`config.mk`:
```
export PLATFORM = sky130hd
export DESIGN_NAME = bp_update_ctrl_flat
export DESIGN_NICKNAME = d
export VERILOG_FILES = /design/src/rtl/bp_update_ctrl_pkg.sv /design/src/rtl/bp_update_ctrl_if.sv /design/src/rtl/bp_update_ctrl_fifo.sv /design/src/rtl/bp_update_ctrl.sv /design/src/flat_wrapper.sv
export SDC_FILE = /design/constraint.sdc
export NUM_CORES = 1
export LEC_CHECK = 0
export ABC_AREA = 1
export CAP_MARGIN = 10
export CORE_MARGIN = 1.5
export CORE_UTILIZATION = 40
export DETAILED_ROUTE_END_ITERATION = 16
export GPL_ROUTABILITY_DRIVEN = 0
export HOLD_SLACK_MARGIN = 0.02
export PLACE_DENSITY_LB_ADDON = 0.12
export RECOVER_POWER = 50
export SYNTH_ARGS = -nofsm -noshare
export SYNTH_HDL_FRONTEND = slang
export SYNTH_SLANG_ARGS = --single-unit
```
`constraint.sdc`:
```
create_clock -name clk -period 6.1 [get_ports clk]
set_input_delay 1.525 -clock clk [delete_from_list [all_inputs] [get_ports clk]]
set_output_delay 1.525 -clock clk [all_outputs]
set_load 0.01 [all_outputs]
```
`src/rtl/bp_update_ctrl_pkg.sv`:
```
// bp_update_ctrl_pkg: predictor state encodings and the update-queue entry type
package bp_update_ctrl_pkg;
  typedef enum logic [1:0] {sn, wn, wt, st} state_t;
  typedef struct packed {
    logic [9:0] lht_idx;
    logic [3:0] hist;
    state_t     state;
  } state_word_t;
  typedef struct packed {
    state_word_t sw;
    logic        taken;
  } bp_upd_t;
  function automatic logic pred_taken(state_t s);
    return (s == wt) || (s == st);
  endfunction
endpackage

```
`src/rtl/bp_update_ctrl_if.sv`:
```
// bp_update_ctrl_if: MEM-stage capture inputs and predictor update / redirect outputs
interface bp_update_ctrl_if #(parameter int DEPTH = 4, parameter int CNT_W = 32);
  import bp_update_ctrl_pkg::*;
  logic                     mem_valid;
  logic                     mem_is_br;
  logic                     mem_taken;
  logic [31:0]              mem_pc;
  logic [31:0]              mem_target;
  state_word_t              mem_state;
  logic                     pipe_stall;
  logic                     upd_ready;
  logic                     upd_valid;
  state_word_t              upd_state;
  logic                     upd_taken;
  logic                     redirect;
  logic [31:0]              redirect_pc;
  logic                     stall_req;
  logic [$clog2(DEPTH):0]   q_count;
  logic                     overflow_err;
  logic [CNT_W-1:0]         perf_branches;
  logic [CNT_W-1:0]         perf_mispred;
  modport master (
    output mem_valid, mem_is_br, mem_taken, mem_pc, mem_target, mem_state, pipe_stall, upd_ready,
    input  upd_valid, upd_state, upd_taken, redirect, redirect_pc, stall_req, q_count,
           overflow_err, perf_branches, perf_mispred
  );
  modport slave (
    input  mem_valid, mem_is_br, mem_taken, mem_pc, mem_target, mem_state, pipe_stall, upd_ready,
    output upd_valid, upd_state, upd_taken, redirect, redirect_pc, stall_req, q_count,
           overflow_err, perf_branches, perf_mispred
  );
endinterface

```
`src/rtl/bp_update_ctrl_fifo.sv`:
```
// bp_fifo: synchronous FIFO, no bypass, push-when-full ignored unless a pop frees the slot
module bp_fifo #(
  parameter type T     = logic,
  parameter int  DEPTH = 4
) (
  input  logic                   clk,
  input  logic                   rst,
  input  logic                   push,
  input  T                       din,
  input  logic                   pop,
  output T                       dout,
  output logic                   full,
  output logic                   empty,
  output logic [$clog2(DEPTH):0] count
);
  localparam int AW = $clog2(DEPTH);
  localparam int CW = AW + 1;
  T mem [DEPTH];
  T last;
  logic [AW-1:0] wr, rd;
  logic push_ok, pop_ok;
  assign full    = count == CW'(DEPTH);
  assign empty   = count == '0;
  assign pop_ok  = pop & ~empty;
  assign push_ok = push & (~full | pop_ok);
  // when empty the output holds whatever was last popped
  assign dout    = empty ? last : mem[rd];
  always_ff @(posedge clk)
    if (push_ok) mem[wr] <= din;
  always_ff @(posedge clk) begin
    if (rst) begin
      wr    <= '0;
      rd    <= '0;
      count <= '0;
      last  <= '0;
    end else begin
      if (push_ok) wr <= wr + 1'b1;
      if (pop_ok) begin
        last <= mem[rd];
        rd   <= rd + 1'b1;
      end
      count <= count + CW'(push_ok) - CW'(pop_ok);
    end
  end
endmodule

```
`src/rtl/bp_update_ctrl.sv`:
```
// bp_update_ctrl: captures resolved branches, flags mispredicts and queues predictor training
module bp_update_ctrl
  import bp_update_ctrl_pkg::*;
#(
  parameter int DEPTH = 4,
  parameter int CNT_W = 32
) (
  input logic             clk,
  input logic             rst,
  bp_update_ctrl_if.slave bus
);
  logic    capture, mispred, pop, full, empty;
  bp_upd_t head;
  assign capture = ~rst & bus.mem_valid & bus.mem_is_br & ~bus.pipe_stall;
  assign mispred = capture & (pred_taken(bus.mem_state.state) != bus.mem_taken);
  assign pop     = ~rst & ~empty & bus.upd_ready;
  bp_fifo #(.T(bp_upd_t), .DEPTH(DEPTH)) u_fifo (
    .clk   (clk),
    .rst   (rst),
    .push  (capture),
    .din   ('{sw: bus.mem_state, taken: bus.mem_taken}),
    .pop   (pop),
    .dout  (head),
    .full  (full),
    .empty (empty),
    .count (bus.q_count)
  );
  assign bus.redirect    = mispred;
  assign bus.redirect_pc = ~mispred ? 32'b0 : bus.mem_taken ? bus.mem_target : bus.mem_pc + 32'd4;
  assign bus.upd_valid   = ~rst & ~empty;
  assign bus.stall_req   = ~rst & full;
  assign bus.upd_state   = head.sw;
  assign bus.upd_taken   = head.taken;
  always_ff @(posedge clk) begin
    if (rst) begin
      bus.overflow_err  <= 1'b0;
      bus.perf_branches <= '0;
      bus.perf_mispred  <= '0;
    end else begin
      bus.overflow_err  <= bus.overflow_err | (capture & full & ~pop);
      bus.perf_branches <= bus.perf_branches + CNT_W'(capture & ~&bus.perf_branches);
      bus.perf_mispred  <= bus.perf_mispred + CNT_W'(mispred & ~&bus.perf_mispred);
    end
  end
endmodule
```
`src/flat_wrapper.sv`:
```
// flat-port wrapper written by rule: the top's interface ports become plain ports
module bp_update_ctrl_flat import bp_update_ctrl_pkg::*;
#(
  parameter int DEPTH = 4,
  parameter int CNT_W = 32
)
  (clk, rst, bus_mem_valid, bus_mem_is_br, bus_mem_taken, bus_mem_pc, bus_mem_target, bus_mem_state, bus_pipe_stall, bus_upd_ready, bus_upd_valid, bus_upd_state, bus_upd_taken, bus_redirect, bus_redirect_pc, bus_stall_req, bus_q_count, bus_overflow_err, bus_perf_branches, bus_perf_mispred);
  bp_update_ctrl_if #(.DEPTH(DEPTH), .CNT_W(CNT_W)) bus_i ();
  input logic clk;
  input logic rst;
  input wire logic [$bits(bus_i.mem_valid)-1:0] bus_mem_valid;
  input wire logic [$bits(bus_i.mem_is_br)-1:0] bus_mem_is_br;
  input wire logic [$bits(bus_i.mem_taken)-1:0] bus_mem_taken;
  input wire logic [$bits(bus_i.mem_pc)-1:0] bus_mem_pc;
  input wire logic [$bits(bus_i.mem_target)-1:0] bus_mem_target;
  input wire logic [$bits(bus_i.mem_state)-1:0] bus_mem_state;
  input wire logic [$bits(bus_i.pipe_stall)-1:0] bus_pipe_stall;
  input wire logic [$bits(bus_i.upd_ready)-1:0] bus_upd_ready;
  output wire logic [$bits(bus_i.upd_valid)-1:0] bus_upd_valid;
  output wire logic [$bits(bus_i.upd_state)-1:0] bus_upd_state;
  output wire logic [$bits(bus_i.upd_taken)-1:0] bus_upd_taken;
  output wire logic [$bits(bus_i.redirect)-1:0] bus_redirect;
  output wire logic [$bits(bus_i.redirect_pc)-1:0] bus_redirect_pc;
  output wire logic [$bits(bus_i.stall_req)-1:0] bus_stall_req;
  output wire logic [$bits(bus_i.q_count)-1:0] bus_q_count;
  output wire logic [$bits(bus_i.overflow_err)-1:0] bus_overflow_err;
  output wire logic [$bits(bus_i.perf_branches)-1:0] bus_perf_branches;
  output wire logic [$bits(bus_i.perf_mispred)-1:0] bus_perf_mispred;
  assign bus_i.mem_valid = bus_mem_valid;
  assign bus_i.mem_is_br = bus_mem_is_br;
  assign bus_i.mem_taken = bus_mem_taken;
  assign bus_i.mem_pc = bus_mem_pc;
  assign bus_i.mem_target = bus_mem_target;
  assign bus_i.mem_state = bus_mem_state;
  assign bus_i.pipe_stall = bus_pipe_stall;
  assign bus_i.upd_ready = bus_upd_ready;
  assign bus_upd_valid = bus_i.upd_valid;
  assign bus_upd_state = bus_i.upd_state;
  assign bus_upd_taken = bus_i.upd_taken;
  assign bus_redirect = bus_i.redirect;
  assign bus_redirect_pc = bus_i.redirect_pc;
  assign bus_stall_req = bus_i.stall_req;
  assign bus_q_count = bus_i.q_count;
  assign bus_overflow_err = bus_i.overflow_err;
  assign bus_perf_branches = bus_i.perf_branches;
  assign bus_perf_mispred = bus_i.perf_mispred;
  bp_update_ctrl #(.DEPTH(DEPTH), .CNT_W(CNT_W)) u_core (.clk(clk), .rst(rst), .bus(bus_i));
endmodule
```
======== Word-level counts from Yosys, hierarchy flattened ========
Memory sizes are Yosys's and may differ from the RTL's. A register that Yosys moved wholly into a read port is not among the register bits.
Cells that the tools add are included.
word-level totals
  flip-flop bits (word level) ............. 89
  memory bits (writable) .................. 68
  input port bits ......................... 87
  output and inout bits ................... 120
  logic and storage cells ................. 55
  memories ................................ 1
cells by class
  $add $sub $neg .......................... 7
  equality and inequality tests ........... 4
  mux-type cells .......................... 7
  bitwise gates (word level) .............. 20
  reduce and logical (&&, ||, !) cells .... 6
memory list
  memory             words  width  rd ports  clocked after memory_dff  wr ports  line                       RTL
  u_core.u_fifo.mem  4      17     1         1                         1         bp_update_ctrl_fifo.sv:18  T mem [DEPTH];
operators with widths
  operator                                                         number
  32-bit adder                                                     2
  32-bit two-way mux                                               2
  32-bit AND reduction                                             2
  32-bit by 3-bit adder with 32-bit output, second input constant  1
  17-bit two-way mux                                               1
  1-bit bitwise AND                                                13
  1-bit NOT                                                        5
  2-bit by 1-bit adder with 2-bit output, second input constant    2
  2-bit equality test, second input constant                       2
  2-bit two-way mux                                                2
  3-bit by 1-bit adder with 3-bit output                           1
  3-bit equality test, second input constant                       1
  3-bit zero test                                                  1
  3-bit by 1-bit subtractor with 3-bit output                      1
  1-bit zero test                                                  2
  1-bit two-way mux                                                2
  1-bit OR                                                         2
  1-bit logical OR                                                 1
  1-bit != test                                                    1

======== Longest topological paths before layout ========
  word-level depth ........................ 9
  mapped depth ............................ 16
  gate-level depth less buffers ........... 16

======== Cells and area by module ========
From an unflattened synthesis, not the netlist that was laid out.
unflattened totals
  cells, all modules ...................... 1371
  area, all modules ....................... 9238.9 um2
by module, submodules not included
  module          instances  cells an instance  area each (um2)  sequential area each (um2)
  bp_update_ctrl  1          874                4992.3           1301.2
  bp_fifo         1          497                4246.6           2562.5

======== Worst setup path after synthesis ========
Ideal clock, no wire load.
  kind .................................... input to output
  start point ............................. input bus_mem_pc[2]
  end point ............................... output bus_redirect_pc[22]
  arrival time ............................ 2.511 ns
  data required time ...................... 4.575 ns
  setup slack ............................. 2.064 ns
  stages on the path ...................... 9
  buffers on the path ..................... 0
  cell sequence ........................... ha_1 > inv_1 > nor2_2 > nand2_2 > nor2_4 > nand3_1 > nand2_1 > nor2_1 > nor2_1
between the ends
  word-level cells in the longest chain between the ends .. 3
RTL lines
  item                                      line                  RTL
  from (decl)                               flat_wrapper.sv:14    input wire logic [$bits(bus_i.mem_pc)-1:0] bus_mem_pc;
  32-bit by 3-bit adder with 32-bit output  bp_update_ctrl.sv:29  assign bus.redirect_pc = ~mispred ? 32'b0 : bus.mem_taken ? bus.mem_target : bus.mem_pc + 32'd4;
  32-bit two-way mux (2 in series)          bp_update_ctrl.sv:29
  to (decl)                                 flat_wrapper.sv:23    output wire logic [$bits(bus_i.redirect_pc)-1:0] bus_redirect_pc;
No other way between the ends.

======== Worst setup path in the final report ========
  start point ............................. input bus_mem_valid
  end point ............................... output bus_redirect_pc[9]
between the ends
  word-level cells in the longest chain between the ends .. 5
RTL lines
  item                             line                  RTL
  from (decl)                      flat_wrapper.sv:11    input wire logic [$bits(bus_i.mem_valid)-1:0] bus_mem_valid;
  1-bit bitwise AND (3 in series)  bp_update_ctrl.sv:14  assign capture = ~rst & bus.mem_valid & bus.mem_is_br & ~bus.pipe_stall;
  1-bit bitwise AND                bp_update_ctrl.sv:15  assign mispred = capture & (pred_taken(bus.mem_state.state) != bus.mem_taken);
  32-bit two-way mux               bp_update_ctrl.sv:29
No other way between the ends.

==> results.md <==
- Crit path time final: between 5 and 6 ns
- Syn Inst Count: 1178
- Worst min path class: flip-flop to flip-flop
- Max FO, Critical Path: 21
- Seq/Total Area, Yosys: 0.448
- WL/cell: 14.3 um
- Syn Nets: ~1300
- Buffers on Ports: between 200 and 250
- Arr. time, crit path: between 4 and 5 ns
- Psw: roughly 0.92 mW
- Via count: about 8200
- CTS root buf: clkbuf_16
- # setup viols final: 0
- Post-synth top flop: dfxtp_1
- Sequential share of power: 0.400
- Num CTS Buffers: 17
- H-tree depth: 4
- Starting DRC count in detailed routing: 540
- Max-slew violations: 0
- Largest net degree at the start of global routing: between 50 and 60
- Sw Ratio: 0.314
- Post-CTS Setup Bufs: 0
- Filler Cell Count: 2000
- CP endpoint kind: output pin
- Initial antenna violation count: 1
- Max Cap Violations: 0
- Max Clock Freq: approximately 180 MHz
- Clk slew on worst S/H paths: approximately 0.06 ns
- Most frequent cell after synthesis: nand2_1
- Combinational share of power: 0.225
- Synth cell count leaders: 288 x nand2_1, 244 x nor2_1, 95 x inv_1
- Final setup TNS: 0 ns
- PD cells: roughly 250 nW/um^2
- Outcome: finished clean
- Layout cells sized above 1: 0.0667
- Die ar.: about 22000 sq um
- Clock share of power: 0.375
- Number of flops mapped to enable cells by yosys: between 60 and 70
- Chip width: 150 um
- Buf/Inv on CP: 4
- Die height: about 150 um
- Tcrit/Tclk final: 0.914
- RSZ-0062 raised after global routing: no
- Nets: ~1500
- Via-to-Cell Ratio: between 4 and 5
- Diode count: 0
- Resized cells post-CTS: 0
- Synthesis Warnings: 0
- Kind of critical path: input port to output pin
- Flops & latches, synth: 159
- Later-pin clock latency in the skew report: roughly 0.44 ns
- Routed Wire Length: between 20000 and 25000 um
- Final Hold Fails: 0
- CP cell instances: dlygate4sd3_1 > nand2_1 > nor3_4 > nand2_2 > clkbuf_1 > nor2_1 > o21ai_0 > inv_1 > clkdlybuf4s50_1
- Synth top area share: 0.237
- Static Leak: 4.42 nW
- P&R area growth vs syn: 33.9%
- Worst Tran Pin Value: about 1.1 ns
- Critical Path Max Stage Delay: between 0.5 and 0.6 ns
- Synthesized area: 8630 sq um
- CP max-delay cell: clkdlybuf4s50_1
- Top cells by area, synth: edfxtp_1 24%, dfxtp_1 21%, nand2_1 13%
- Clock skew: 0.0155 ns
- Worst slack, placed: 0.824 ns
- Vias in the first global route: about 7500
- Hold_buf cts: 0
- CTS Sinks: between 150 and 200
- Max Buffers Root-to-Sink: 2
- Cell variety after synth: between 40 and 50
- Maximum vdd drop: 269 uV
- Remaining DRCs: 0
- I/O pin cnt: between 200 and 250
- TritonRoute pass-1 iters: 5
- Async set-reset flop share out of synthesis: 0
- Setup ws final: between 0.5 and 0.6 ns
- Largest area contributor in the synthesized netlist: edfxtp_1
- Final ANT Viol Nets: 0
- Worst rel slew slack: 0.272
- Syn avg cell area: around 7.3 sq um
- Initial Util: 0.409
- Worst Path Required: between 4 and 5 ns
- HPWL Detailed: between 15000 and 20000 um
- Tot GR Track Use: 0.213
- Core area: roughly 21000 sq um
- Global-route wire length before repair: 37600 um
- CTS tree: built
- Grt ovf: 0
- Worst Setup Start Kind: input port
- FP Rows: 53
- P_int: 2.01 mW
- Largest delay share family, worst path: buffers and inverters
-- stage by stage --
stage | area [sq um] | utilization | total power [mW] | std cells | hold WS (ns)
6_report | 11600 | 0.548 | 2.92 | 1669 | 0.454
5_1_grt | 11600 | 0.548 | 3.06 | 1669 | 0.492
4_1_cts | 11600 | 0.549 | 2.96 | 1669 | 0.460
3_5_place_dp | 11000 | 0.519 | 1.86 | 1637 | 0.450
3_3_place_gp | 11000 | 0.519 | 1.86 | 1637 | 0.430
2_1_floorplan | 8630 | - | 1.54 | 1178 | 0.419
-- worst paths after layout --
check                                from                       to  slack [ns]  depth (start not counted)
setup / recovery            bus_mem_valid       bus_redirect_pc[9]        0.53                          9
setup reg to reg   u_core.u_fifo.count[1]   u_core.u_fifo.count[2]        2.89                         11
hold / removal    u_core.bus.overflow_err  u_core.bus.overflow_err        0.45                          2
hold reg to reg   u_core.bus.overflow_err  u_core.bus.overflow_err        0.45                          2
-- routing by layer --
metal,vias to the layer above,track usage,share of wire
met5,-,0,0.00029
met3,29,0.0393,0.049
met1,3702,0.291,0.47
met2,224,0.347,0.47
met4,2,0.0559,0.013
li1,4237,-,-
-- placed cells by master, fill, tap and decap left out, drive strengths merged, types with 9 or more instances in the layout --
| cell type | count |
|---|---|
| a21oi | 70 |
| buf | 9 |
| clkbuf | 20 |
| clkdlybuf4s50 | 119 |
| dfxtp | 91 |
| dlygate4sd3 | 86 |
| edfxtp | 68 |
| ha | 11 |
| inv | 112 |
| nand2 | 303 |
| nand3 | 40 |
| nand3b | 20 |
| nand4 | 9 |
| nor2 | 274 |
| o21ai | 96 |
| o22a | 9 |
| xnor2 | 10 |
-- power groups by stage --
stage	Sequential (mW)	Combinational [mW]	Clock, mW
floorplan	1.19	0.344	0
global placement	1.19	0.666	0
detailed placement	1.20	0.666	0
CTS	1.17	0.672	1.12
global route	1.18	0.724	1.16
finish	1.17	0.657	1.10
-- logic make-up (layout without fill, tap and decap cells) --
kind of cell             Yosys count  count (layout)  synth area share
flip-flops                       159             159             0.448
adder cells (fa/ha/maj)           12              12            0.0183
AO/OA/AOI/OAI                    196             196             0.122
buffers and inverters            137             353            0.0639
AND/OR/NAND/NOR                  657             657             0.330
XOR/XNOR                          17              17            0.0173
-- area by class of cell --
type	count	area (sq um)	area share
sequential	159	3860	0.334
clock buffer	17	425	0.0368
clock inverter	15	201	0.0174
tap	275	344	0.0298
timing repair buffer	217	2130	0.184
multi-input combinational	882	4200	0.363
inverter	104	390	0.0338
-- flip-flops by register name (all words and copies together) (netlist names), named ones only --
name and flops:
u_core.bus.perf_branches 32, u_core.bus.perf_mispred 32, u_core.u_fifo.last 17, u_core.u_fifo.mem 68, u_core.bus.overflow_err 1, u_core.u_fifo.wr 2, u_core.u_fifo.count 3, u_core.u_fifo.rd 2
-- worst min-delay path, delay by kind of cell (launching register included) --
| kind | cells | cell delay, ns |
|---|---|---|
| buf+inv | 1 | 0.05 |
| flops | 1 | 0.31 |
| compound gates | 1 | 0.05 |
(Power assumes the default switching activity.)
